**src/rtl/cpu_pkg.sv**
```systemverilog
// Shared CPU constants: field widths and opcode encodings.
package cpu_pkg;

  localparam int unsigned IMM_WIDTH = 8;
  localparam int unsigned I_WIDTH   = 16;
  localparam int unsigned OP_WIDTH  = 4;

  localparam logic [OP_WIDTH-1:0] P_NOP = 4'hE;

endpackage

```
**src/rtl/fetch_unit_if.sv**
```systemverilog
// Fetch-stage bundle: ROM port, decoder port and run/stall control.
interface fetch_if #(
  parameter int unsigned PC_WIDTH  = cpu_pkg::IMM_WIDTH,
  parameter int unsigned I_WIDTH   = cpu_pkg::I_WIDTH,
  parameter int unsigned CNT_WIDTH = 16
);

  logic                 run;
  logic                 stall;
  logic                 branch_en;
  logic [PC_WIDTH-1:0]  branch_target;
  logic [PC_WIDTH-1:0]  rom_addr;
  logic                 rom_en;
  logic [I_WIDTH-1:0]   rom_data;
  logic [I_WIDTH-1:0]   instruction;
  logic                 instr_valid;
  logic [PC_WIDTH-1:0]  pc;
  logic [CNT_WIDTH-1:0] icount;

  // Fetch unit side
  modport master (
    input  run, stall, branch_en, branch_target, rom_data,
    output rom_addr, rom_en, instruction, instr_valid, pc, icount
  );

  // Environment side: ROM, decoder and control
  modport slave (
    output run, stall, branch_en, branch_target, rom_data,
    input  rom_addr, rom_en, instruction, instr_valid, pc, icount
  );

endinterface

```
**src/rtl/fetch_unit.sv**
```systemverilog
// Instruction fetch stage: owns the PC, drives a sync-read ROM, presents one
// instruction per cycle, redirects on taken branches with a one-cycle bubble.
module fetch_unit #(
  parameter int unsigned PC_WIDTH  = cpu_pkg::IMM_WIDTH,
  parameter int unsigned I_WIDTH   = cpu_pkg::I_WIDTH,
  parameter int unsigned CNT_WIDTH = 16
) (
  input  logic    clk,
  input  logic    nReset,
  fetch_if.master bus
);

  import cpu_pkg::*;

  localparam logic [I_WIDTH-1:0] NOP_WORD = {P_NOP, {(I_WIDTH-OP_WIDTH){1'b0}}};

  typedef enum logic [1:0] {
    IDLE  = 2'd0,
    RUN   = 2'd1,
    FLUSH = 2'd2
  } state_t;

  state_t               state_q, state_d;
  logic [PC_WIDTH-1:0]  f_q, f_d;
  logic [PC_WIDTH-1:0]  pc_q, pc_d;
  logic [CNT_WIDTH-1:0] icount_q, icount_d;
  logic                 rom_en_c;

  // State and fetch registers
  always_ff @(posedge clk or negedge nReset) begin
    if (!nReset) begin
      state_q  <= IDLE;
      f_q      <= '0;
      pc_q     <= '0;
      icount_q <= '0;
    end else begin
      state_q  <= state_d;
      f_q      <= f_d;
      pc_q     <= pc_d;
      icount_q <= icount_d;
    end
  end

  // Next-state, fetch address and ROM enable
  always_comb begin
    state_d  = state_q;
    f_d      = f_q;
    pc_d     = pc_q;
    icount_d = icount_q;
    rom_en_c = 1'b0;
    unique case (state_q)
      IDLE: begin
        if (bus.run) begin
          rom_en_c = 1'b1;
          pc_d     = f_q;
          f_d      = f_q + PC_WIDTH'(1);
          state_d  = RUN;
        end
      end
      RUN: begin
        if (!bus.stall) begin
          icount_d = icount_q + CNT_WIDTH'(1);
          if (bus.branch_en) begin
            f_d     = bus.branch_target;
            state_d = bus.run ? FLUSH : IDLE;
          end else if (!bus.run) begin
            state_d = IDLE;
          end else begin
            rom_en_c = 1'b1;
            pc_d     = f_q;
            f_d      = f_q + PC_WIDTH'(1);
          end
        end
      end
      FLUSH: begin
        // ROM output is stale here; stall and branch_en have no meaning.
        if (bus.run) begin
          rom_en_c = 1'b1;
          pc_d     = f_q;
          f_d      = f_q + PC_WIDTH'(1);
          state_d  = RUN;
        end else begin
          state_d  = IDLE;
        end
      end
      default: begin
        state_d = IDLE;
      end
    endcase
  end

  // Output mapping; the ROM is kept disabled while reset is asserted
  assign bus.rom_addr    = f_q;
  assign bus.rom_en      = rom_en_c & nReset;
  assign bus.pc          = pc_q;
  assign bus.icount      = icount_q;
  assign bus.instr_valid = (state_q == RUN);
  assign bus.instruction = (state_q == RUN) ? bus.rom_data : NOP_WORD;

endmodule

```
**src/flat_wrapper.sv**
```systemverilog
// flat-port wrapper written by rule: the top's interface ports become plain ports
module fetch_unit_flat import cpu_pkg::*;
#(
  parameter int unsigned PC_WIDTH  = cpu_pkg::IMM_WIDTH,
  parameter int unsigned I_WIDTH   = cpu_pkg::I_WIDTH,
  parameter int unsigned CNT_WIDTH = 16
)
  (clk, nReset, bus_run, bus_stall, bus_branch_en, bus_branch_target, bus_rom_data, bus_rom_addr, bus_rom_en, bus_instruction, bus_instr_valid, bus_pc, bus_icount);
  fetch_if #(.PC_WIDTH(PC_WIDTH), .I_WIDTH(I_WIDTH), .CNT_WIDTH(CNT_WIDTH)) bus_i ();
  input  logic clk;
  input  logic nReset;
  input wire logic [$bits(bus_i.run)-1:0] bus_run;
  input wire logic [$bits(bus_i.stall)-1:0] bus_stall;
  input wire logic [$bits(bus_i.branch_en)-1:0] bus_branch_en;
  input wire logic [$bits(bus_i.branch_target)-1:0] bus_branch_target;
  input wire logic [$bits(bus_i.rom_data)-1:0] bus_rom_data;
  output wire logic [$bits(bus_i.rom_addr)-1:0] bus_rom_addr;
  output wire logic [$bits(bus_i.rom_en)-1:0] bus_rom_en;
  output wire logic [$bits(bus_i.instruction)-1:0] bus_instruction;
  output wire logic [$bits(bus_i.instr_valid)-1:0] bus_instr_valid;
  output wire logic [$bits(bus_i.pc)-1:0] bus_pc;
  output wire logic [$bits(bus_i.icount)-1:0] bus_icount;
  assign bus_i.run = bus_run;
  assign bus_i.stall = bus_stall;
  assign bus_i.branch_en = bus_branch_en;
  assign bus_i.branch_target = bus_branch_target;
  assign bus_i.rom_data = bus_rom_data;
  assign bus_rom_addr = bus_i.rom_addr;
  assign bus_rom_en = bus_i.rom_en;
  assign bus_instruction = bus_i.instruction;
  assign bus_instr_valid = bus_i.instr_valid;
  assign bus_pc = bus_i.pc;
  assign bus_icount = bus_i.icount;
  fetch_unit #(.PC_WIDTH(PC_WIDTH), .I_WIDTH(I_WIDTH), .CNT_WIDTH(CNT_WIDTH)) u_core (.clk(clk), .nReset(nReset), .bus(bus_i));
endmodule
```
**config.mk**
```make
export PLATFORM = sky130hd
export DESIGN_NAME = fetch_unit_flat
export DESIGN_NICKNAME = d
export VERILOG_FILES = /design/src/rtl/cpu_pkg.sv /design/src/rtl/fetch_unit_if.sv /design/src/rtl/fetch_unit.sv /design/src/flat_wrapper.sv
export SDC_FILE = /design/constraint.sdc
export NUM_CORES = 1
export LEC_CHECK = 0
export BUFFER_PORTS_ARGS = -buffer_cell sky130_fd_sc_hd__buf_2
export CAP_MARGIN = 20
export CORE_MARGIN = 10
export CORE_UTILIZATION = 35
export DETAILED_ROUTE_END_ITERATION = 8
export PLACE_DENSITY = 0.75
export SYNTH_ARGS = -nofsm -noshare
export SYNTH_HDL_FRONTEND = slang
export SYNTH_SLANG_ARGS = --single-unit
export TNS_END_PERCENT = 50
```
**constraint.sdc**
```tcl
create_clock -name clk -period 1.4 [get_ports clk]
set_input_delay 0.07 -clock clk [delete_from_list [all_inputs] [get_ports clk]]
set_output_delay 0.07 -clock clk [all_outputs]
set_load 0.02 [all_outputs]
```
==> metrics, run 1 <==
starting utilization of the core area=36.2%; number of synthesized flops with an enable pin=0; gr usage total=12.5%; total of buffers placed on input and output ports=78; width of the chip=89.9 µm; H-tree depth=2; post-synthesis cell type with the largest combined area=dfrtp_1; Iter 0 DRT Violations=39; startpoint types=flop; layout overhead on the synthesized area=52.4%; slew at the pin closest to its max-slew limit=0.432 ns; Antenna Cells=0; placed instance count=313; GP Congestion=0.786; min Tclk post-route=1.50 ns; worst min-delay path startpoint=bus_branch_target[1]; number of I/O pins=79; length of the first detailed-routing pass in iterations=4; RSZ-0062 raised after global routing=yes; element type at the critical path end=output port; final critical-path share of the clock period=107%; first-pass GRT wire length=8240 µm; sequential-to-total area share from yosys stat=49.7%; via count of the routed design=1,561; crit path DAT=1.43 ns; drt total wl=5230 µm; number of buffers created by CTS=5; result of the run=complete, but fails checks; Finish-stage setup viols=24; maximum ir drop on the vdd rail=1.04 mV; R2R Setup Slk=-0.06 ns; synthesized instance count=161; data required time at the worst endpoint=1.33 ns; Yosys warnings=0; number of distinct standard cells referenced by the synthesized netlist=32; worst reg2reg startpoint=u_core.state_q[1]; post-detailed-route via-to-cell ratio=4.76; number of register bits inferred by synthesis=34; remaining antenna violation count=0; worst min path class=in2reg; Max Clk Rate=0.667 GHz; count of maximum capacitance violations=0; insertion delay of the later-clocked pin in the worst-skew pair=0.29 ns; count of unresolved DRC violations after routing=0; Post-DP HPWL=3790 µm; overall die area=8080 µm²; detailed-route wire length per cell=16.0 µm; clock skew after layout=0.00904 ns; Async SR Flop Fraction=100%; Worst-path clk slew=0.06 ns; ranking of synthesized cells by area=dfrtp_1 50%, mux2_2 5.9%, and2_1 5.5%, xnor2_1 4.1%, xor2_1 3.6%; Hold Vio Cnt, Final=0; antenna violations before repair=0; top fanout value on the critical path=9; Cell Rows=25; grt total ovfl=0; Yosys top cell area share=49.7%; Max Root-Sink Buffers=2; total core area=4720 µm²; CTS tree=yes; P_leak=1.29 nW; startpoint of the worst setup timing path=u_core.state_q[1]; final hold slack=0.0470 ns; Mapped Nets=192; Pins Over Slew Limit=0; share of cells above drive strength 1=52.9%; Non-Filler Instances=328; most used flip-flop cell after synthesis=dfrtp_1; library cell with the highest instance count after synthesis=dfrtp_1; final net count=291; violated checks=negative setup slack; Die Y=89.9 µm; power density of the placed cells=1570 nW/µm²; Clock Sink Count=34; pin count of the biggest net entering global routing=35; Synth top cells by count=34 x dfrtp_1, 15 x and2_1, 11 x a21oi_1, 11 x nand2_1, 11 x nor2_1; area of the mapped netlist=1710 µm²; clk root buf=clkbuf_8; worst slew margin relative to its limit=71.0%; setup ws final=-0.0984 ns; Setup Crit Path Kind=reg2out; post-synthesis average cell area=10.6 µm²; number of global-route vias before repair=1,571
area by class of cell:
| class | instances | area [µm²] |
|---|---|---|
| clock inverters | 2 | 12.5 |
| multi-input cells | 118 | 912 |
| flip-flops and latches | 34 | 851 |
| repair buffers | 97 | 649 |
| fillers | 432 | 2120 |
| well taps | 67 | 83.8 |
| inverters | 4 | 15.0 |
| clock buffers | 6 | 82.6 |
cells by family (layout without fill, tap and decap cells):
group | after synthesis | after routing | synth area share, %
AND/OR/NAND/NOR | 64 | 64 | 23.0
flip-flops | 34 | 34 | 49.7
AO/OA/AOI/OAI | 28 | 28 | 9.95
XOR/XNOR | 15 | 15 | 7.68
multiplexers | 9 | 9 | 5.93
buffers and inverters | 9 | 109 | 2.19
adder cells (fa/ha/maj) | 2 | 2 | 1.46
per-stage QoR:
step	util (%)	instance area, µm²	total power [mW]	TNS (ns)	setup WS [ns]
detailed placement	47.9	2260	3.21	-0.430	-0.0898
CTS	53.5	2530	4.10	-1.12	-0.0802
global route	55.2	2610	4.39	-3.10	-0.149
finish	55.2	2610	4.10	-1.45	-0.0984
global placement	47.9	2260	3.15	-0.0943	-0.0358
floorplan	-	1710	2.52	0	0.00642
power breakdown:
part | internal, mW | switching, mW
clock | 0.395 | 0.372
sequential | 1.28 | 0.279
combinational | 0.771 | 1.01
registers in the layout, summed over array words and instances (netlist names):
signal	flops
u_core.bus.pc	8
u_core.bus.rom_addr	8
u_core.state_q	2
u_core.bus.icount	16
repair_timing:
| item | CTS | global route |
|---|---|---|
| hold endpoints to repair | 34 | 0 |
| buffers inserted | 4 | 1 |
| pin swaps | 8 | 2 |
| gates resized for setup | 41 | 16 |
| setup endpoints to repair | 29 | 40 |
| cloned | 1 | 0 |
| hold buffers | 1 | 0 |
placed cells by master (no fill, tap or decap), types with 2 or more instances in the layout:
cell	n
a21oi_1	11
and2_1	7
and2_4	8
and2b_2	2
and3_4	2
buf_2	63
buf_4	15
buf_6	17
clkbuf_8	6
dfrtp_1	34
ha_1	2
inv_1	4
mux2_2	8
nand2_1	11
nand2b_1	4
nand3_1	7
nand4_1	3
nand4_4	3
nor2_1	7
nor2_2	3
o21ai_0	5
o22ai_1	5
xnor2_1	8
xor2_1	7
worst paths after layout:
path | endpoint | cells after the start
max in group asynchronous | u_core.bus.pc[0] | 3
max | bus_instruction[10] | 4
max reg2reg | u_core.bus.icount[15] | 5
min reg2reg | u_core.bus.icount[15] | 1
min | u_core.bus.rom_addr[1] | 3
min in group asynchronous | u_core.bus.icount[3] | 3
layer usage:
metal,GRT usage [%],up-vias,part of all wire (%)
met5,0,-,0
met4,3.45,0,1.0
met3,5.15,6,5.9
met2,21.4,33,53
met1,13.8,765,40
li1,-,757,-
critical path: stages (launching register included):
cell and delay [ns]:
dfrtp_1 0.42, and2b_2 0.29, buf_6 0.15, and2_1 0.16, buf_6 0.13
(Power assumes the default switching activity.)
==> inputs of run 2 (changes only) <==
Settings changed: ABC_AREA from default to 1, GPL_TIMING_DRIVEN from default to 0, PLACE_DENSITY 0.75 to 0.73, SKIP_CTS_REPAIR_TIMING from default to 1.
==> run 2 against run 1 <==
Net effect:
- the run ends with negative hold slack, negative setup slack left
- hold slack got worse by 0.19 ns
- combinational power is 71% higher
- sequential cell count is the same
- largest power group unchanged
==> metrics, run 2 <==
share of cells above drive strength 1=40.1% (was 52.9%); starting utilization of the core area=35.8% (was 36.2%); P_leak=1.58 nW (was 1.29 nW); crit path DAT=1.42 ns (was 1.43 ns); library cell with the highest instance count after synthesis=nand2_1 (was dfrtp_1); Max Clk Rate=0.673 GHz (was 0.667 GHz); Async SR Flop Fraction=100% (unchanged); final critical-path share of the clock period=106% (was 107%); overall die area=8950 µm² (was 8080 µm²); leading cell type in the layout, fill and taps excluded=buf_2 (unchanged); gr usage total=12.1% (was 12.5%); count of maximum capacitance violations=0 (unchanged); setup ws final=-0.0852 ns (was -0.0984 ns); grt total ovfl=0 (unchanged); CTS tree=yes (unchanged); detailed-route wire length per cell=13.6 µm (was 16.0 µm); RSZ-0062 raised after global routing=yes (unchanged); remaining antenna violation count=0 (unchanged); clock skew after layout=0.00436 ns (was 0.00904 ns); element type at the critical path end=output port (unchanged); number of register bits inferred by synthesis=34 (unchanged); R2R Setup Slk=0.02 ns (was -0.06 ns); final hold slack=-0.145 ns (was 0.0470 ns); slew at the pin closest to its max-slew limit=0.763 ns (was 0.432 ns); most used flip-flop cell after synthesis=dfrtp_1 (unchanged); area of the mapped netlist=1950 µm² (was 1710 µm²); Antenna Cells=0 (unchanged); power density of the placed cells=1880 nW/µm² (was 1570 nW/µm²); area occupied by multi-input gates=1040 µm² (was 912 µm²); Setup Crit Path Kind=reg2out (unchanged); final net count=386 (was 291); GP Congestion=0.838 (was 0.786); first-pass GRT wire length=8670 µm (was 8240 µm); min Tclk post-route=1.49 ns (was 1.50 ns); width of the chip=94.6 µm (was 89.9 µm); startpoint of the worst setup timing path=u_core.state_q[0] (was u_core.state_q[1]); total of buffers placed on input and output ports=78 (unchanged); startpoint types=flop (unchanged); number of I/O pins=79 (unchanged); placed instance area=2430 µm² (was 2260 µm²); post-detailed-route via-to-cell ratio=4.62 (was 4.76); length of the first detailed-routing pass in iterations=4 (unchanged); number of global-route vias before repair=1,857 (was 1,571); antenna violations before repair=0 (unchanged); via count of the routed design=1,969 (was 1,561); Pins Over Slew Limit=0 (unchanged); Mapped Nets=289 (was 192); number of cells on the worst reg-to-reg path=7 (was 5); Layout Cell Area excl Fill=2870 µm² (was 2610 µm²); maximum ir drop on the vdd rail=0.750 mV (was 1.04 mV); Cell Rows=27 (was 25); Die Y=94.6 µm (was 89.9 µm); layout filler cell count=489 (was 432); Worst-path clk slew=0.06 ns (about the same); Clock Sink Count=34 (unchanged); Critical R2R Capture=u_core.bus.icount[10] (was u_core.bus.icount[15]); number of buffers created by CTS=5 (unchanged); capturing instance or port of the critical path=bus_rom_en (was bus_instruction[10]); worst min path class=in2async (was in2reg); ranking of synthesized cells by area=dfrtp_1 44%, nand2_1 13%, inv_1 8.3%, nor2_1 6.6%, nand3_1 4.4% (was dfrtp_1 50%, mux2_2 5.9%, and2_1 5.5%, xnor2_1 4.1%, xor2_1 3.6%); insertion delay of the later-clocked pin in the worst-skew pair=0.29 ns (about the same); violated checks=negative hold slack, negative setup slack (was negative setup slack); sequential-to-total area share from yosys stat=43.7% (was 49.7%); clk root buf=clkbuf_8 (unchanged); Yosys warnings=0 (unchanged); most used cells in the layout excluding fill and tap cells=69 x buf_2, 65 x nand2_1, 39 x inv_1, 30 x dfrtp_1, 20 x nor2_1 (was 63 x buf_2, 34 x dfrtp_1, 17 x buf_6, 15 x buf_4); Iter 0 DRT Violations=79 (was 39); area occupied by registers=856 µm² (was 851 µm²); total core area=5440 µm² (was 4720 µm²); Finish-stage setup viols=9 (was 24); count of unresolved DRC violations after routing=0 (unchanged); Max Root-Sink Buffers=2 (unchanged); drt total wl=5790 µm (was 5230 µm); pin count of the biggest net entering global routing=36 (was 35); H-tree depth=2 (unchanged); Post-DP HPWL=4320 µm (was 3790 µm); top fanout value on the critical path=5 (was 9); data required time at the worst endpoint=1.33 ns (about the same); synthesized instance count=258 (was 161); Synth top cells by count=69 x nand2_1, 43 x inv_1, 34 x dfrtp_1, 34 x nor2_1, 17 x nand3_1 (was 34 x dfrtp_1, 15 x and2_1, 11 x a21oi_1, 11 x nand2_1, 11 x nor2_1); result of the run=complete, but fails checks (unchanged); Hold Vio Cnt, Final=34 (was 0); worst reg2reg startpoint=u_core.state_q[1] (unchanged); Yosys top cell area share=43.7% (was 49.7%); number of distinct standard cells referenced by the synthesized netlist=30 (was 32); layout overhead on the synthesized area=47.2% (was 52.4%); Largest register FFs=16 (unchanged); number of synthesized flops with an enable pin=0 (unchanged); post-synthesis average cell area=7.55 µm² (was 10.6 µm²); worst slew margin relative to its limit=49.1% (was 71.0%); post-synthesis cell type with the largest combined area=dfrtp_1 (unchanged); fin util=52.7% (was 55.2%)
[run 2: changes by cell type in the layout (fill, tap and decap cells not counted), moves of 7 or more]
cell     previous run  this run
nand2_1            11        65
inv_1               4        39
nor2_4              1        15
nor2_1              7        20
nand3_1             7        16
and2_4              8         0
mux2_2              8         0
a21oi_1            11         4
and2_1              7         0
o21ai_1             1         8
[run 2: per-stage QoR]
step           hold slack, ns  total power [mW]  std cells  setup TNS, ns  worst slack [ns]
3_5_place_dp            0.196              4.03        408         -0.135           -0.0806
5_1_grt               -0.0831              5.77        426          -1.64            -0.155
4_1_cts                -0.117              4.76        414          -3.64            -0.391
2_1_floorplan          -0.226              3.18        258              0            0.0211
6_report               -0.145              5.38        426         -0.348           -0.0852
3_3_place_gp            0.197              3.97        408        -0.0589           -0.0536
[run 2: how the worst min path moves through the flow]
stage                       endpoint  slack [ns]  depth (start not counted)
6_report       u_core.bus.icount[14]       -0.14                          1
5_1_grt         u_core.bus.icount[6]       -0.08                          1
4_1_cts         u_core.bus.icount[6]       -0.12                          1
3_5_place_dp   u_core.bus.icount[14]        0.20                          1
3_3_place_gp   u_core.bus.icount[14]        0.20                          1
2_1_floorplan   u_core.bus.icount[0]       -0.23                          0
[run 2: power breakdown]
| part | switching [mW] | internal (mW) |
|---|---|---|
| clock network | 0.339 | 0.379 |
| registers | 0.307 | 1.31 |
| logic | 1.83 | 1.22 |
| total | 2.47 | 2.91 |
[run 2: per-layer routing]
layer  global-route usage [%]  routed length, µm
met1                     12.6               2240
met2                     20.4               2870
met3                     5.08                567
met4                     6.73                112
met5                        0                  0
[run 2: critical path, stage by stage (launching register included)]
cell     delay (ns)
dfrtp_2        0.44
nand2_4        0.10
inv_4          0.04
nor2_4         0.14
nand2_4        0.09
buf_8          0.13
nor2_4         0.07
buf_6          0.12
[run 2: cell type report]
| class | count | area share [%] |
|---|---|---|
| inverter | 43 | 5.85 |
| clock buffer | 6 | 2.88 |
| sequential | 34 | 29.9 |
| multi-input combinational | 177 | 36.5 |
| tap | 72 | 3.14 |
| timing repair buffer | 90 | 20.2 |
| buffer | 4 | 1.57 |
[run 2: kinds of logic (layout without fill, tap and decap cells)]
logic type / Yosys count / after routing / share of synthesized area [%]
xor gates and xnor gates: 11 / 11 / 5.33
buffers and inverters: 47 / 143 / 9.58
DFF: 34 / 34 / 43.7
AOI/OAI and AO/OA: 26 / 26 / 7.52
adders and majority gates: 2 / 2 / 1.29
and+or+nand+nor: 138 / 138 / 32.6
==> inputs of run 3 (changes only) <==
Settings changed: CTS_BUF_LIST from default to sky130_fd_sc_hd__clkbuf_2 sky130_fd_sc_hd__clkbuf_4 sky130_fd_sc_hd__clkbuf_8, PLACE_DENSITY 0.73 to 0.71.
Clock period 1.4 ns to 1.5 ns, I/O delays scaled along.
==> run 3 against run 2 <==
Net effect:
- the run ends with negative hold slack left
- routed wire length shrank 7.9%
- via count shrank 2.4%
- clock-buffer cell count rose by 1
- global-route usage is 0.91 points lower
- critical endpoint unchanged
- highest routed layer is now met5
==> metrics, run 3 (same netlist as run 2, synthesis figures left out) <==
most frequent cell on the critical path=nand2_4; final sum of negative setup slack=0 ns (was -0.348 ns); grt total ovfl=0 (unchanged); count of maximum capacitance violations=0 (unchanged); worst min path class=in2async (unchanged); post-detailed-route via-to-cell ratio=4.58 (was 4.62); final critical-path share of the clock period=99.3%; Slowest Stage Delay on Critical Path=0.45 ns (was 0.44 ns); violated checks=negative hold slack (was negative hold slack, negative setup slack); most used cells in the layout excluding fill and tap cells=79 x buf_2, 68 x nand2_1, 42 x inv_1, 33 x dfrtp_1, 32 x nor2_1 (was 69 x buf_2, 65 x nand2_1, 39 x inv_1, 30 x dfrtp_1, 20 x nor2_1); critical path buffer and inverter count=2 (was 3); Setup Crit Path Kind=reg2out (unchanged); Finish-stage setup viols=0 (was 9); Worst-path clk slew=0.07 ns (was 0.06 ns); CP max-delay cell=dfrtp_2 (unchanged); pin count of the biggest net entering global routing=36 (unchanged); remaining antenna violation count=0 (unchanged); total of buffers placed on input and output ports=78 (unchanged); list of cells traversed by the critical path=nand2_4, inv_1, nor2_4, nand2_4, nor2_2, buf_6 (was nand2_4, inv_4, nor2_4, nand2_4, buf_8, nor2_4, buf_6); detailed-route wire length per cell=12.7 µm (was 13.6 µm); min Tclk post-route=1.49 ns; drt total wl=5330 µm (was 5790 µm); top fanout value on the critical path=13 (was 5); layout filler cell count=553 (was 489); Antenna Cells=0 (unchanged); gr usage total=11.2% (was 12.1%); placed instance area=2430 µm² (unchanged); via count of the routed design=1,922 (was 1,969); worst slew margin relative to its limit=48.9% (was 49.1%); layout overhead on the synthesized area=32.1% (was 47.2%); power density of the placed cells=1750 nW/µm² (was 1880 nW/µm²); Max Clk Rate=0.671 GHz; Cell Rows=27 (unchanged); insertion delay of the later-clocked pin in the worst-skew pair=0.28 ns (was 0.29 ns); CP top delay family=simple AND/OR/NAND/NOR gates (was flip-flops); number of I/O pins=79 (unchanged); crit path DAT=1.41 ns (was 1.42 ns); startpoint types=flop (unchanged); total core area=5440 µm² (unchanged); count of unresolved DRC violations after routing=0 (unchanged); GP Congestion=0.821 (was 0.838); result of the run=complete, but fails checks (unchanged); RSZ-0062 raised after global routing=yes (unchanged); Clock Sink Count=34 (unchanged); number of global-route vias before repair=1,787 (was 1,857); starting utilization of the core area=35.8% (unchanged); clk root buf=clkbuf_8 (unchanged); Die Y=94.6 µm (unchanged); clock skew after layout=0.00472 ns (was 0.00436 ns); final hold slack=-0.130 ns (was -0.145 ns); overall die area=8950 µm² (unchanged); Post-DP HPWL=4220 µm (was 4320 µm); share of cells above drive strength 1=32.5% (was 40.1%); CTS tree=yes (unchanged); Hold Vio Cnt, Final=34 (unchanged); first-pass GRT wire length=8200 µm (was 8670 µm); Iter 0 DRT Violations=113 (was 79); element type at the critical path end=output port (unchanged); slew at the pin closest to its max-slew limit=0.766 ns (was 0.763 ns); Largest register FFs=16 (unchanged); Pins Over Slew Limit=0 (unchanged); P_leak=1.51 nW (was 1.58 nW); width of the chip=94.6 µm (unchanged); leading cell type in the layout, fill and taps excluded=buf_2 (unchanged); number of buffers created by CTS=5 (unchanged); final net count=379 (was 386); Layout Cell Area excl Fill=2570 µm² (was 2870 µm²); maximum ir drop on the vdd rail=0.671 mV (was 0.750 mV); H-tree depth=2 (unchanged); data required time at the worst endpoint=1.42 ns (was 1.33 ns); Max Root-Sink Buffers=2 (unchanged); length of the first detailed-routing pass in iterations=4 (unchanged); antenna violations before repair=1 (was 0)
## run 3: path summary, 6_finish.rpt
kind                                 startpoint                     end  slack (ns)  cells past startpoint
max                           u_core.state_q[0]              bus_rom_en        0.01                      6
min                                      nReset        u_core.bus.pc[6]       -0.13                      1
max reg2reg                   u_core.state_q[0]    u_core.bus.icount[9]        0.12                      8
min reg2reg                    u_core.bus.pc[2]        u_core.bus.pc[2]        0.47                      2
max in group asynchronous                nReset       u_core.state_q[0]        1.09                      1
min in group clk           bus_branch_target[1]  u_core.bus.rom_addr[1]        0.07                      3
## run 3: power by group
part	switching, mW	internal [mW]
sequential	0.292	1.22
clock	0.308	0.356
combinational	1.51	0.819
## run 3: layout make-up
class	instances	area (µm²)	area share, %
repair buffers	84	442	17.2
inverters	43	161	6.27
multi-input cells	177	922	35.8
plain buffers	3	21.3	0.827
flip-flops and latches	34	852	33.1
clock buffers	7	83.8	3.26
well taps	72	90.1	3.50
## run 3: worst register-to-register path: cells and delay by family, from the launching register on
kind,cells,cell delay (ns)
buf+inv,1,0.14
simple gates,7,0.73
flops,1,0.42
## run 3: metrics by stage
stage	setup slack [ns]	util [%]	std cells	power, mW	hold WS (ns)
after floorplan	0.121	-	258	2.97	-0.221
after global placement	0.0544	44.6	408	3.71	0.197
after detailed placement	0.0450	44.6	408	3.76	0.209
after CTS	-0.263	46.2	415	4.45	-0.0918
after global routing	-0.0614	47.3	420	4.85	-0.0567
final	0.0104	47.3	420	4.51	-0.130
## run 3: routing by layer
layer  wire (µm)  vias up  track usage (%)
met3         590        7             4.44
li1            -      973                -
met1        2220      876             12.7
met2        2440       64             18.8
met5          11        -                0
met4          66        2             3.99
